### src/rtl/sw_debounce_pkg.sv
// Shared definitions for the switch debouncer: FSM state encoding and default sizing.
package sw_debounce_pkg;

    // 10 ms of stability at 100 MHz.
    localparam int DEFAULT_DEBOUNCE_CYCLES = 1_000_000;
    localparam int DEFAULT_SYNC_STAGES     = 2;

    // Encoding keeps bit 0 as "heading towards / settled high" and bit 1 as
    // "previously settled high", so the WAIT states are the odd-parity codes.
    typedef enum logic [1:0] {
        IDLE_LOW  = 2'b00,
        WAIT_HIGH = 2'b01,
        IDLE_HIGH = 2'b11,
        WAIT_LOW  = 2'b10
    } db_state_t;

    function automatic logic is_wait(input db_state_t s);
        return (s == WAIT_HIGH) || (s == WAIT_LOW);
    endfunction

endpackage

### src/rtl/sw_debounce_pulse_sync_chain.sv
// N-flop synchroniser for an asynchronous single-bit board input.
// Reusable for the other board switches and buttons.
module sync_chain #(
    parameter int STAGES = 2
) (
    input  logic din,
    input  logic clk,
    input  logic rst_n,
    output logic dout
);

    logic [STAGES-1:0] q;

    // Shift the raw input through the flop chain; the oldest stage is the safe copy.
    always_ff @(posedge clk or negedge rst_n) begin
        if (!rst_n) begin
            q <= '0;
        end else begin
            q <= {q[STAGES-2:0], din};
        end
    end

    assign dout = q[STAGES-1];

endmodule

### src/rtl/sw_debounce_pulse.sv
// Debounces one raw switch/button: synchronise, qualify with a stability counter,
// then present a clean level and single-cycle rise/fall pulses.
//
//   state     | meaning
//   ----------+-----------------------------------------------------------
//   IDLE_LOW  | level settled low, watching for sync to go high
//   WAIT_HIGH | sync high, counting stable cycles before declaring a rise
//   IDLE_HIGH | level settled high, watching for sync to go low
//   WAIT_LOW  | sync low, counting stable cycles before declaring a fall
module sw_debounce_pulse
    import sw_debounce_pkg::*;
#(
    parameter int DEBOUNCE_CYCLES = DEFAULT_DEBOUNCE_CYCLES,
    parameter int SYNC_STAGES     = DEFAULT_SYNC_STAGES
) (
    input  logic clk,
    input  logic rst_n,
    input  logic sw_raw,
    output logic sw_level,
    output logic rise_pulse,
    output logic fall_pulse,
    output logic busy
);

    localparam int CNT_W = $clog2(DEBOUNCE_CYCLES + 1);
    localparam logic [CNT_W-1:0] CNT_LAST = CNT_W'(DEBOUNCE_CYCLES - 1);

    logic             sync;
    db_state_t        state, state_nxt;
    logic [CNT_W-1:0] cnt, cnt_nxt;
    logic             level_nxt, rise_nxt, fall_nxt, busy_nxt;

    sync_chain #(
        .STAGES (SYNC_STAGES)
    ) u_sync (
        .din   (sw_raw),
        .clk   (clk),
        .rst_n (rst_n),
        .dout  (sync)
    );

    // State, counter and all outputs are registered together so the pulses line up with the level.
    always_ff @(posedge clk or negedge rst_n) begin
        if (!rst_n) begin
            state      <= IDLE_LOW;
            cnt        <= '0;
            sw_level   <= 1'b0;
            rise_pulse <= 1'b0;
            fall_pulse <= 1'b0;
            busy       <= 1'b0;
        end else begin
            state      <= state_nxt;
            cnt        <= cnt_nxt;
            sw_level   <= level_nxt;
            rise_pulse <= rise_nxt;
            fall_pulse <= fall_nxt;
            busy       <= busy_nxt;
        end
    end

    // Next-state logic: a WAIT state aborts on any disagreeing sample and commits
    // only once the counter reaches its last value; the counter therefore never wraps.
    always_comb begin
        state_nxt = state;
        cnt_nxt   = cnt;
        level_nxt = sw_level;
        rise_nxt  = 1'b0;
        fall_nxt  = 1'b0;

        case (state)
            IDLE_LOW: begin
                if (sync) begin
                    state_nxt = WAIT_HIGH;
                    cnt_nxt   = '0;
                end
            end
            WAIT_HIGH: begin
                if (!sync) begin
                    state_nxt = IDLE_LOW;
                end else if (cnt == CNT_LAST) begin
                    state_nxt = IDLE_HIGH;
                    level_nxt = 1'b1;
                    rise_nxt  = 1'b1;
                end else begin
                    cnt_nxt = cnt + 1'b1;
                end
            end
            IDLE_HIGH: begin
                if (!sync) begin
                    state_nxt = WAIT_LOW;
                    cnt_nxt   = '0;
                end
            end
            WAIT_LOW: begin
                if (sync) begin
                    state_nxt = IDLE_HIGH;
                end else if (cnt == CNT_LAST) begin
                    state_nxt = IDLE_LOW;
                    level_nxt = 1'b0;
                    fall_nxt  = 1'b1;
                end else begin
                    cnt_nxt = cnt + 1'b1;
                end
            end
            default: begin
                state_nxt = IDLE_LOW;
                cnt_nxt   = '0;
                level_nxt = 1'b0;
            end
        endcase

        busy_nxt = is_wait(state_nxt);
    end

endmodule
### config.mk
export PLATFORM = sky130hd
export DESIGN_NAME = sw_debounce_pulse
export DESIGN_NICKNAME = d
export VERILOG_FILES = /design/src/rtl/sw_debounce_pkg.sv /design/src/rtl/sw_debounce_pulse_sync_chain.sv /design/src/rtl/sw_debounce_pulse.sv
export SDC_FILE = /design/constraint.sdc
export NUM_CORES = 1
export LEC_CHECK = 0
export BUFFER_PORTS_ARGS = -buffer_cell sky130_fd_sc_hd__buf_2
export CAP_MARGIN = 20
export CORE_MARGIN = 2
export CORE_UTILIZATION = 55
export DETAILED_ROUTE_END_ITERATION = 6
export PLACE_DENSITY = 0.71
export SLEW_MARGIN = 10
export SYNTH_ARGS = -nofsm -noshare
export SYNTH_HDL_FRONTEND = slang
export SYNTH_SLANG_ARGS = --single-unit
### constraint.sdc
create_clock -name clk -period 2.8 [get_ports clk]
set_input_delay 0.56 -clock clk [delete_from_list [all_inputs] [get_ports clk]]
set_output_delay 0.56 -clock clk [all_outputs]
set_load 0.05 [all_outputs]
==> flow_summary.json <==
{
  "grt.overflow.total": 0,
  "floorplan.initialDensity_pct": 58.6,
  "synthesis.area_per_instance_um2": 9.18,
  "drive_gt1_share_pct": 9.89,
  "placed_cell_area_um2": 1680,
  "p_leak_nw": 0.698,
  "synth_seq_cells": 28,
  "worst_skew_pair.late_latency_ps": 320,
  "max_freq_mhz": 437,
  "clock-skew-final_ps": 3.34,
  "synth_area_um2": 1640,
  "outcome": "complete, but fails checks",
  "timing.hold.worst.class": "input pin to asynchronous set/reset pin",
  "length_of_the_first_detailed_routing_pass_in_iterations": 6,
  "crit_path_end_kind": "flip-flop",
  "max_slew.worst_pin.slew_ps": 620,
  "clk_root_buffer_cell": "sky130_fd_sc_hd__clkbuf_4",
  "totalNegativeSetupSlack_ps": 0,
  "total_routing_resource_utilization_after_global_routing_pct": 23.1,
  "pin_count_of_the_biggest_net_entering_global_routing": 29,
  "fin_ws_ps": 511,
  "chipWidth_um": 58.7,
  "timing.critical_path.required_ps": 3060,
  "yosys_most_used_dff": "sky130_fd_sc_hd__dfrtp_1",
  "syn_inst": 179,
  "yosys-top-cells-area": "sky130_fd_sc_hd__dfrtp_1 (43%), sky130_fd_sc_hd__nand2_1 (4.3%), sky130_fd_sc_hd__nand3_1 (4.0%), sky130_fd_sc_hd__nor2_1 (3.9%), sky130_fd_sc_hd__ha_1 (3.8%)",
  "syn-num-nets": 187,
  "cts_max_path_buffers": 2,
  "grt.met2_usage_pct": 38.4,
  "postLayoutCellArea_um2": 1710,
  "synth.top_cells.by_count": "sky130_fd_sc_hd__dfrtp_1 (28), sky130_fd_sc_hd__nand2_1 (19), sky130_fd_sc_hd__nor2_1 (17)",
  "syn_to_final_growth_pct": 3.88,
  "setup-violations-final": 0,
  "worst_setup_hold_path_clk_slew_ps": 140,
  "worst_max_slew_margin_expressed_relative_to_the_limit_pct": 58.6,
  "count_of_unique_library_cells_instantiated_by_yosys": 45,
  "pin_count": 7,
  "rsz0062_at_grt": "false",
  "synthArstFlopShare_pct": 100,
  "nNetsFinal": 192,
  "synth_edf_count": 0,
  "worstPathArrival_ps": 2550,
  "cells_resized_by_post_cts_repair": 0,
  "first_global_vias": 1381,
  "synth_top_area_share_pct": 42.7,
  "vias_per_cell": 6.57,
  "cts_htree_levels": 1,
  "cts_sink_count": 28,
  "irDropWorstVdd_mv": 0.279,
  "num_rows": 19,
  "dieHeight_um": 58.7,
  "route.detailed.wl_per_inst_um": 16.5,
  "grt.busiest_layer": "met2",
  "biggest_fanout_along_the_worst_timing_path": 10,
  "routing_usage_on_met3_pct": 3.08,
  "post-synth-top-count-cell": "sky130_fd_sc_hd__dfrtp_1",
  "synth_top_cell_by_area": "sky130_fd_sc_hd__dfrtp_1",
  "final_min_period_over_clock_period_pct": 81.7,
  "critical_path_start_type": "flip-flop",
  "final-max-slew-violation-count": 0,
  "cts_buffers": 3,
  "post-cts-setup-buffer-count": 0,
  "diodes": 0,
  "dieArea_um2": 3440,
  "powerDensity_nw_per_um2": 575,
  "drv_cap": 0,
  "drc": 1,
  "vias": 1400,
  "detailedPlace.worstSlack_ps": 528,
  "final_antenna_net_count": 0,
  "antenna_violations_before_repair": 0,
  "period_needed_ps": 2290,
  "core_region_area_um2": 2810,
  "drt_iter0_drc": 75,
  "met1_usage_pct": 29.9,
  "path_class": "flip-flop to flip-flop",
  "cts_hold_buffers": 0,
  "synth-seq-area-share_pct": 42.7,
  "grt_first_pass_wirelength_mm": 6.11,
  "detail_route.wirelength_mm": 3.51,
  "total_count_of_hold_check_failures_in_the_final_report": 0,
  "portBuffers": 6,
  "clock_tree_from_tritoncts": "yes",
  "synthesis.yosys.warnings": 0,
  "globalplace.congestion": 0.830,
  "detailedPlacementHpwl_mm": 2.48,
  "violations": "design-rule violations"
}
-- layer usage --
| metal | up-vias | share of wire [%] |
|---|---|---|
| met5 | - | 0 |
| met4 | 0 | 1.9 |
| met3 | 9 | 4.6 |
| met2 | 45 | 48 |
| met1 | 680 | 46 |
| li1 | 666 | - |
-- final timing paths --
path | cells after the start | end | slack [ps] | start
setup reg to reg | 6 | cnt[13] | 510 | state[1]
hold / removal | 1 | busy | 230 | rst_n
hold reg to reg | 0 | u_sync.q[1] | 380 | u_sync.q[0]
max in group asynchronous | 1 | cnt[9] | 2170 | rst_n
min in group clk | 1 | u_sync.q[0] | 330 | sw_raw
setup / recovery | 6 | cnt[13] | 510 | state[1]
-- kinds of logic after synthesis --
group	synth area share, %
buffers and inverters	3.96
multiplexers	0.609
AND/OR/NAND/NOR	27.4
adder cells (fa/ha/maj)	3.81
XOR/XNOR	4.80
AO/OA/AOI/OAI	16.8
flip-flops	42.7
-- critical path, stage by stage (launching register included) --
cell	delay, ps
sky130_fd_sc_hd__dfrtp_1	450
sky130_fd_sc_hd__inv_1	90
sky130_fd_sc_hd__ha_1	290
sky130_fd_sc_hd__or3_4	440
sky130_fd_sc_hd__a2111o_1	450
sky130_fd_sc_hd__or3_1	370
sky130_fd_sc_hd__a21oi_2	140
-- placed cells by master (no fill, tap or decap), types with 2 or more instances in the layout --
cell type and instances:
sky130_fd_sc_hd__buf_2 6, sky130_fd_sc_hd__inv_1 6, sky130_fd_sc_hd__nand4b_1 3, sky130_fd_sc_hd__o311ai_0 2, sky130_fd_sc_hd__a211oi_1 2, sky130_fd_sc_hd__nand4_1 8, sky130_fd_sc_hd__clkbuf_4 3, sky130_fd_sc_hd__nand3_1 13
sky130_fd_sc_hd__nor3_1 4, sky130_fd_sc_hd__buf_4 2, sky130_fd_sc_hd__xor2_1 7, sky130_fd_sc_hd__dfrtp_1 28, sky130_fd_sc_hd__xnor2_1 2, sky130_fd_sc_hd__and3_1 3, sky130_fd_sc_hd__or3_1 3, sky130_fd_sc_hd__nand2_1 19
sky130_fd_sc_hd__nor2_1 17, sky130_fd_sc_hd__a21oi_1 8, sky130_fd_sc_hd__nor4_1 3, sky130_fd_sc_hd__ha_1 5, sky130_fd_sc_hd__o21ai_0 9, sky130_fd_sc_hd__o31ai_1 6
-- flip-flops by register name, indices dropped and copies added (netlist names) --
name,count
u_sync.q,2
sw_level,1
state,2
fall_pulse,1
rise_pulse,1
busy,1
cnt,20
-- stage by stage --
step / cells / hold WS, ps / total power, mW / util, %
floorplan: 179 / 264 / 0.743 / -
global route: 213 / 250 / 1.06 / 60.8
detailed placement: 210 / 350 / 0.819 / 60.0
finish: 213 / 228 / 0.982 / 60.8
global placement: 210 / 334 / 0.808 / 60.0
CTS: 213 / 246 / 0.979 / 60.8
-- layout make-up --
| cell class | instances | area, um^2 |
|---|---|---|
| fill | 245 | 1100 |
| inverter | 6 | 22.5 |
| clock buffer | 3 | 22.5 |
| sequential | 28 | 701 |
| tap | 31 | 38.8 |
| multi-input combinational | 137 | 877 |
| timing repair buffer | 8 | 45.0 |
-- report_power, final --
part | leakage [nW] | switching [mW] | internal [mW]
sequential | 0.375 | 0.0432 | 0.437
clock | 0.0138 | 0.112 | 0.0505
combinational | 0.309 | 0.229 | 0.109
Power figures use the tool's default switching activity.
